<file path="config.mk">
export PLATFORM = sky130hd
export DESIGN_NAME = hd44780_ram_reader
export DESIGN_NICKNAME = d
export VERILOG_FILES = /design/src/rtl/hd44780_ram_reader.sv
export SDC_FILE = /design/constraint.sdc
export NUM_CORES = 1
export LEC_CHECK = 0
export CORE_UTILIZATION = 35
export DETAILED_ROUTE_END_ITERATION = 10
export PLACE_DENSITY = 0.71
export SLEW_MARGIN = 15
export SYNTH_ARGS = -nofsm -noshare
export SYNTH_HDL_FRONTEND = slang
export SYNTH_SLANG_ARGS = --single-unit
</file>
<file path="constraint.sdc">
create_clock -name clk -period 3.3 [get_ports clk]
set_input_delay 0.33 -clock clk [delete_from_list [all_inputs] [get_ports clk]]
set_output_delay 0.33 -clock clk [all_outputs]
set_load 0.1 [all_outputs]
</file>
<file path="src/rtl/hd44780_ram_reader.sv">
// hd44780_ram_reader: walks an HD44780 command list held in RAM and hands each word to an LCD driver.
// Define HD44780_RAM_READER_DELAY_EN to run delay words (bit 14) as timed waits instead of emitting them.
module hd44780_ram_reader #(
    parameter int addr_width = 8,
    parameter int data_width = 16,
    parameter int delay_unit = 12
) (
    input  logic                  clk,
    input  logic                  rst_n,
    input  logic                  start,
    input  logic [addr_width-1:0] start_addr,
    output logic [addr_width-1:0] raddr,
    input  logic [data_width-1:0] rdata,
    output logic                  out_valid,
    input  logic                  out_ready,
    output logic [7:0]            out_byte,
    output logic                  out_rs,
    output logic                  busy,
    output logic                  done,
    output logic                  err
);
    typedef enum logic [2:0] {IDLE, FETCH, LATCH, EMIT, DELAY, FINISH} state_t;

    state_t                r_state, w_next;
    logic [addr_width-1:0] r_raddr;
    logic [addr_width:0]   r_cnt;
    logic [8:0]            r_word;
    logic                  r_err;
    logic                  w_is_dly, w_dly_end, w_adv, w_unused_rdata;

    assign w_unused_rdata = ^rdata;

`ifdef HD44780_RAM_READER_DELAY_EN
    localparam int DLY_W = 8 + $clog2(delay_unit + 1);
    logic [DLY_W-1:0] r_dly;
    assign w_is_dly  = rdata[14];
    assign w_dly_end = (r_state == DELAY) && (r_dly == '0);
    always_ff @(posedge clk or negedge rst_n) begin
        if (!rst_n)
            r_dly <= '0;
        else if (r_state == LATCH)
            r_dly <= DLY_W'(rdata[7:0]) * DLY_W'(delay_unit);
        else if (r_state == DELAY && r_dly != '0)
            r_dly <= r_dly - DLY_W'(1);
    end
`else
    assign w_is_dly  = 1'b0;
    assign w_dly_end = 1'b0;
`endif

    assign w_adv     = (r_state == EMIT && out_ready) || w_dly_end;
    assign raddr     = r_raddr;
    assign out_valid = (r_state == EMIT);
    assign out_byte  = r_word[7:0];
    assign out_rs    = r_word[8];
    assign busy      = (r_state != IDLE);
    assign done      = (r_state == FINISH);
    assign err       = r_err;

    always_ff @(posedge clk or negedge rst_n) begin
        if (!rst_n)
            r_state <= IDLE;
        else
            r_state <= w_next;
    end

    // End marker outranks the delay flag; a full address-space sweep aborts before re-reading.
    always_comb begin
        w_next = r_state;
        case (r_state)
            IDLE:    w_next = start ? FETCH : IDLE;
            FETCH:   w_next = r_cnt[addr_width] ? FINISH : LATCH;
            LATCH:   w_next = rdata[15] ? FINISH : w_is_dly ? DELAY : EMIT;
            EMIT:    w_next = out_ready ? FETCH : EMIT;
            DELAY:   w_next = w_dly_end ? FETCH : DELAY;
            FINISH:  w_next = IDLE;
            default: w_next = IDLE;
        endcase
    end

    always_ff @(posedge clk or negedge rst_n) begin
        if (!rst_n) begin
            r_raddr <= '0;
            r_cnt   <= '0;
            r_word  <= '0;
            r_err   <= 1'b0;
        end else begin
            if (r_state == IDLE && start) begin
                r_raddr <= start_addr;
                r_cnt   <= '0;
                r_err   <= 1'b0;
            end
            if (r_state == LATCH && w_next == EMIT)
                r_word <= rdata[8:0];
            if (r_state == FETCH && r_cnt[addr_width])
                r_err <= 1'b1;
            if (w_adv) begin
                r_raddr <= r_raddr + addr_width'(1);
                r_cnt   <= r_cnt + (addr_width + 1)'(1);
            end
        end
    end
endmodule
</file>
### Word-level counts from Yosys, hierarchy flattened

Cells that the tools add are included.

* reductions and logical operators: 8
* multiplexer cells: 11
* equal/unequal tests: 6
* add/sub/neg operators: 2

Operator list (count)
* 2-to-1 mux 9 bit: 2
* 2-to-1 mux 8 bit: 2
* case mux 3 bit (5 select lines): 1
* adder 9 x 1 -> 9 bit, second input constant: 1
* == test 3 x 2 -> 1 bit, second input constant: 3
* adder 8 x 1 -> 8 bit, second input constant: 1
* == test 3 bit, second input constant: 2
* 2-to-1 mux 3 bit: 2
* logical AND 1 bit: 4
* nonzero test 2 bit: 2
* == test 3 x 1 -> 1 bit, second input constant: 1
* logical NOT 3 bit: 1
* 2-to-1 mux 1 bit: 3
* nonzero test 3 bit: 1
* 2-to-1 mux 2 bit: 1

* output and inout port bits: 21
* word-level logic and storage cells: 32
* register bits after elaboration: 30

### Depth between registers and ports, before layout

* depth after elaboration: 4
* gate-level depth with buffers: 6

### Worst setup path after synthesis

Ideal clock, no wire load.

* kind: register to output
* from: register r_state[2]
* to: output port done
* setup slack: 0.168 ns
* data required time: 2.970 ns
* buffers on the path: 1
* cell stages (with the launch flop): 3
* arrival time: 2.802 ns
* path through: dfrtp_1 -> buf_2 -> nor3b_1

* longest elaborated chain between the ends: 1

Ends and longest elaborated chain
* start: declaration: RTL line 24 `state_t r_state, w_next;`
* start signal: assignment: RTL line 64 `r_state <= w_next;`
* == test 3 bit: RTL line 57 `assign done = (r_state == FINISH);`
* end: declaration: RTL line 19 `output logic done,`

No other way between the ends.

### Worst setup path after layout

* from: register r_state[2]
* to: output port busy

* longest elaborated chain between the ends: 1

Ends and longest elaborated chain
* nonzero test 3 bit: RTL line 56 `assign busy = (r_state != IDLE);`
* end: declaration: RTL line 18 `output logic busy,`

No other way between the ends.

==> impl_metrics.csv <==
group,metric,value,unit
outcome,status,"finished clean",
synth,seq_area_frac_synth,49.1,%
cells_and_area,area_growth_syn_to_layout,37.7,%
synth,muxShareOfSynthArea,14.0,%
synth,syn-cell-area,1530,um^2
drt,wl_met2,1740,um
clock_tree,cts_buffers,5,
synth,synth_fp_nets,172,
sta,worst-slew-pin-transition,0.978,ns
critical_path,start_kind,"register",
cells_and_area,nNetsFinal,216,
synth,synth_flop_cell,"dfrtp_1",
synth,synthTopCellsByArea,"dfrtp_1, mux2_2, mux2i_1",
critical_path,crit_type,"register to primary output",
place,dp_hpwl,2410,um
cells_and_area,fillers,354,
sta,setup_viol,0,
synth,synth_top_area_share,49.1,%
drt,routed.top_layer,"met4",
synth,synth_xor_area_share,0,%
critical_path,timing.rr.end,"raddr[3]",
synth,synth-edff-count,0,
place,gp_congestion,0.792,
drt,drtIter0Drc,71,
drt,wirelength,3520,um
clock_tree,cts_resized,0,
global_route,grt_pass1_wl,5880,um
synth,synth_top_family_by_area,"simple AND/OR/NAND/NOR gates",
floorplanning,start_util,37.4,%
sta,final.setup.tns,0,ns
hold_path,min_path_type,"input pin to asynchronous set/reset pin",
synth,ys_async_sr_fraction,100,%
drt,wl_met3,142,um
sta,rsz0062_at_grt,"false",
synth,synthAdderAreaFrac,1.64,%
drt,viasPerCell,5.35,
floorplanning,fp.dieH,68.1,um
drt,drtPass1Iterations,4,
drt,vias,1268,
synth,syn_avg_cell_area,10.8,um^2
global_route,grt_pass1_vias,1253,
synth,synth_top_area_cell,"dfrtp_1",
clock_tree,worstSkewPairLatency,0.28,ns
cells_and_area,drive_above_1_share,15.0,%
sta,clock_skew,0.00128,ns
critical_path,crit_path_top_delay_cell,"clkdlybuf4s50_1",
place,numPortBuffers,42,
global_route,grt_usage,17.3,%
drt,wire_per_inst,14.9,um
critical_path,cp_max_fo,14,
cells_and_area,antennaDiodeCount,0,
clock_tree,postCtsSetupBuffers,0,
sta,fmax,395,MHz
global_route,grt.overflow.total,0,
sta,hold_viol,0,
clock_tree,cts.clk_slew.worst_paths,0.06,ns
critical_path,r2r_cells,3,
clock_tree,cts.sinks,30,
critical_path,cp_slowest_stage_delay,1.12,ns
synth,synth_seq_cells,30,
synth,yosysUniqueCellTypes,35,
sta,min_period,2.53,ns
clock_tree,cts_tree,"done",
floorplanning,dieWidth,68.1,um
clock_tree,root_buffer,"clkbuf_8",
critical_path,r2r_slack,1.39,ns
floorplanning,die-area,4640,um^2
synth,synth_compound_area_share,10.7,%
clock_tree,ctsHoldBuffers,0,
synth,syn_inst,142,
global_route,antenna_found_initial,0,
global_route,grt_max_degree,31,
sta,drv_slew,0,
drt,ant_nets,0,
drt,met1_length,1590,um
synth,synthSimpleGateAreaFrac,20.7,%
run,drv_cap,0,
sta,min_period_over_period,76.7,%
floorplanning,fp.coreArea,4090,um^2
critical_path,crit_required,2.97,ns
critical_path,critPathArrivalTime,2.20,ns
floorplanning,rows,23,
clock_tree,cts.path.max_buffers,2,
critical_path,path_cells,"or3_1, clkdlybuf4s50_1",
synth,yosysWarnings,0,
sta,slew_headroom,34.6,%
floorplanning,ios,49,
critical_path,setup.worst_path.end_class,"primary output",
critical_path,r2r-start,"r_state[0]",
clock_tree,htree_levels,2,
drt,drc,0,
-- worst max-delay path by stage --
stage	from	to	slack [ns]	cells after the start
2_1_floorplan	r_state[2]	done	0.17	2
3_3_place_gp	r_state[0]	busy	1.09	2
3_5_place_dp	r_state[2]	busy	1.08	2
4_1_cts	r_state[2]	busy	0.75	2
5_1_grt	r_state[2]	busy	0.68	2
6_report	r_state[2]	busy	0.77	2
-- synth_stat cells, drive strengths merged, types with 3 or more instances --
master / number
a21oi: 5
buf: 7
dfrtp: 30
inv: 3
mux2: 11
mux2i: 9
nand2: 14
nand3: 10
nand4: 4
nor2: 5
nor3: 6
o21ai: 4
or3: 3
or4: 3
-- layout by cell type (no fill, tap or decap), types with 4 or more instances in the layout --
cell	n
buf_4	6
dfrtp_1	30
a21oi_1	5
nor3_1	6
nor2_1	5
nand3_1	10
mux2_2	11
o21ai_0	4
nand2_1	14
nand4_1	4
clkbuf_8	8
clkdlybuf4s50_1	40
mux2i_1	9
-- per-stage QoR --
step / worst slack, ns / hold WS (ns) / util [%] / cells / area [um^2]
floorplan: 0.168 / 0.0344 / - / 142 / 1530
global placement: 1.09 / 0.470 / 48.8 / 229 / 2000
detailed placement: 1.08 / 0.472 / 48.8 / 229 / 2000
CTS: 0.752 / 0.450 / 51.5 / 237 / 2110
global route: 0.680 / 0.472 / 51.5 / 237 / 2110
finish: 0.768 / 0.441 / 51.5 / 237 / 2110
-- cells by family after synthesis --
| family | count (synthesis) |
|---|---|
| AOI/OAI and AO/OA | 23 |
| and+or+nand+nor | 55 |
| muxes | 20 |
| adders and majority gates | 2 |
| DFF | 30 |
| buffers and inverters | 12 |
-- final cells by class --
type                            instances  area [um^2]  share of cell area (%)
Sequential cell                        30          751                    35.7
Tap cell                               50         62.6                    2.97
Timing Repair Buffer                   46          445                    21.2
Clock buffer                            8          110                    5.23
Multi-Input combinational cell        100          726                    34.5
Inverter                                3         11.3                   0.535
-- state kept, by name, indices dropped and copies added, names as in the netlist --
| signal | count |
|---|---|
| err | 1 |
| r_cnt | 9 |
| r_state | 3 |
| r_word | 9 |
| raddr | 8 |
-- critical path, delay by kind of cell (launching register included) --
| family | cells | cell delay, ns |
|---|---|---|
| buffers and inverters | 1 | 1.12 |
| flip-flops | 1 | 0.63 |
| AND/OR/NAND/NOR | 1 | 0.17 |
-- metal layers --
metal  vias to the layer above  global-route usage, %
met5                         -                      0
met4                         0                   7.55
met3                         7                   4.67
met2                        30                   26.5
met1                       605                   22.8
li1                        626                      -
Power is not shown: default switching activity piles up to over one toggle a cycle in this logic, so the estimate is an artifact.
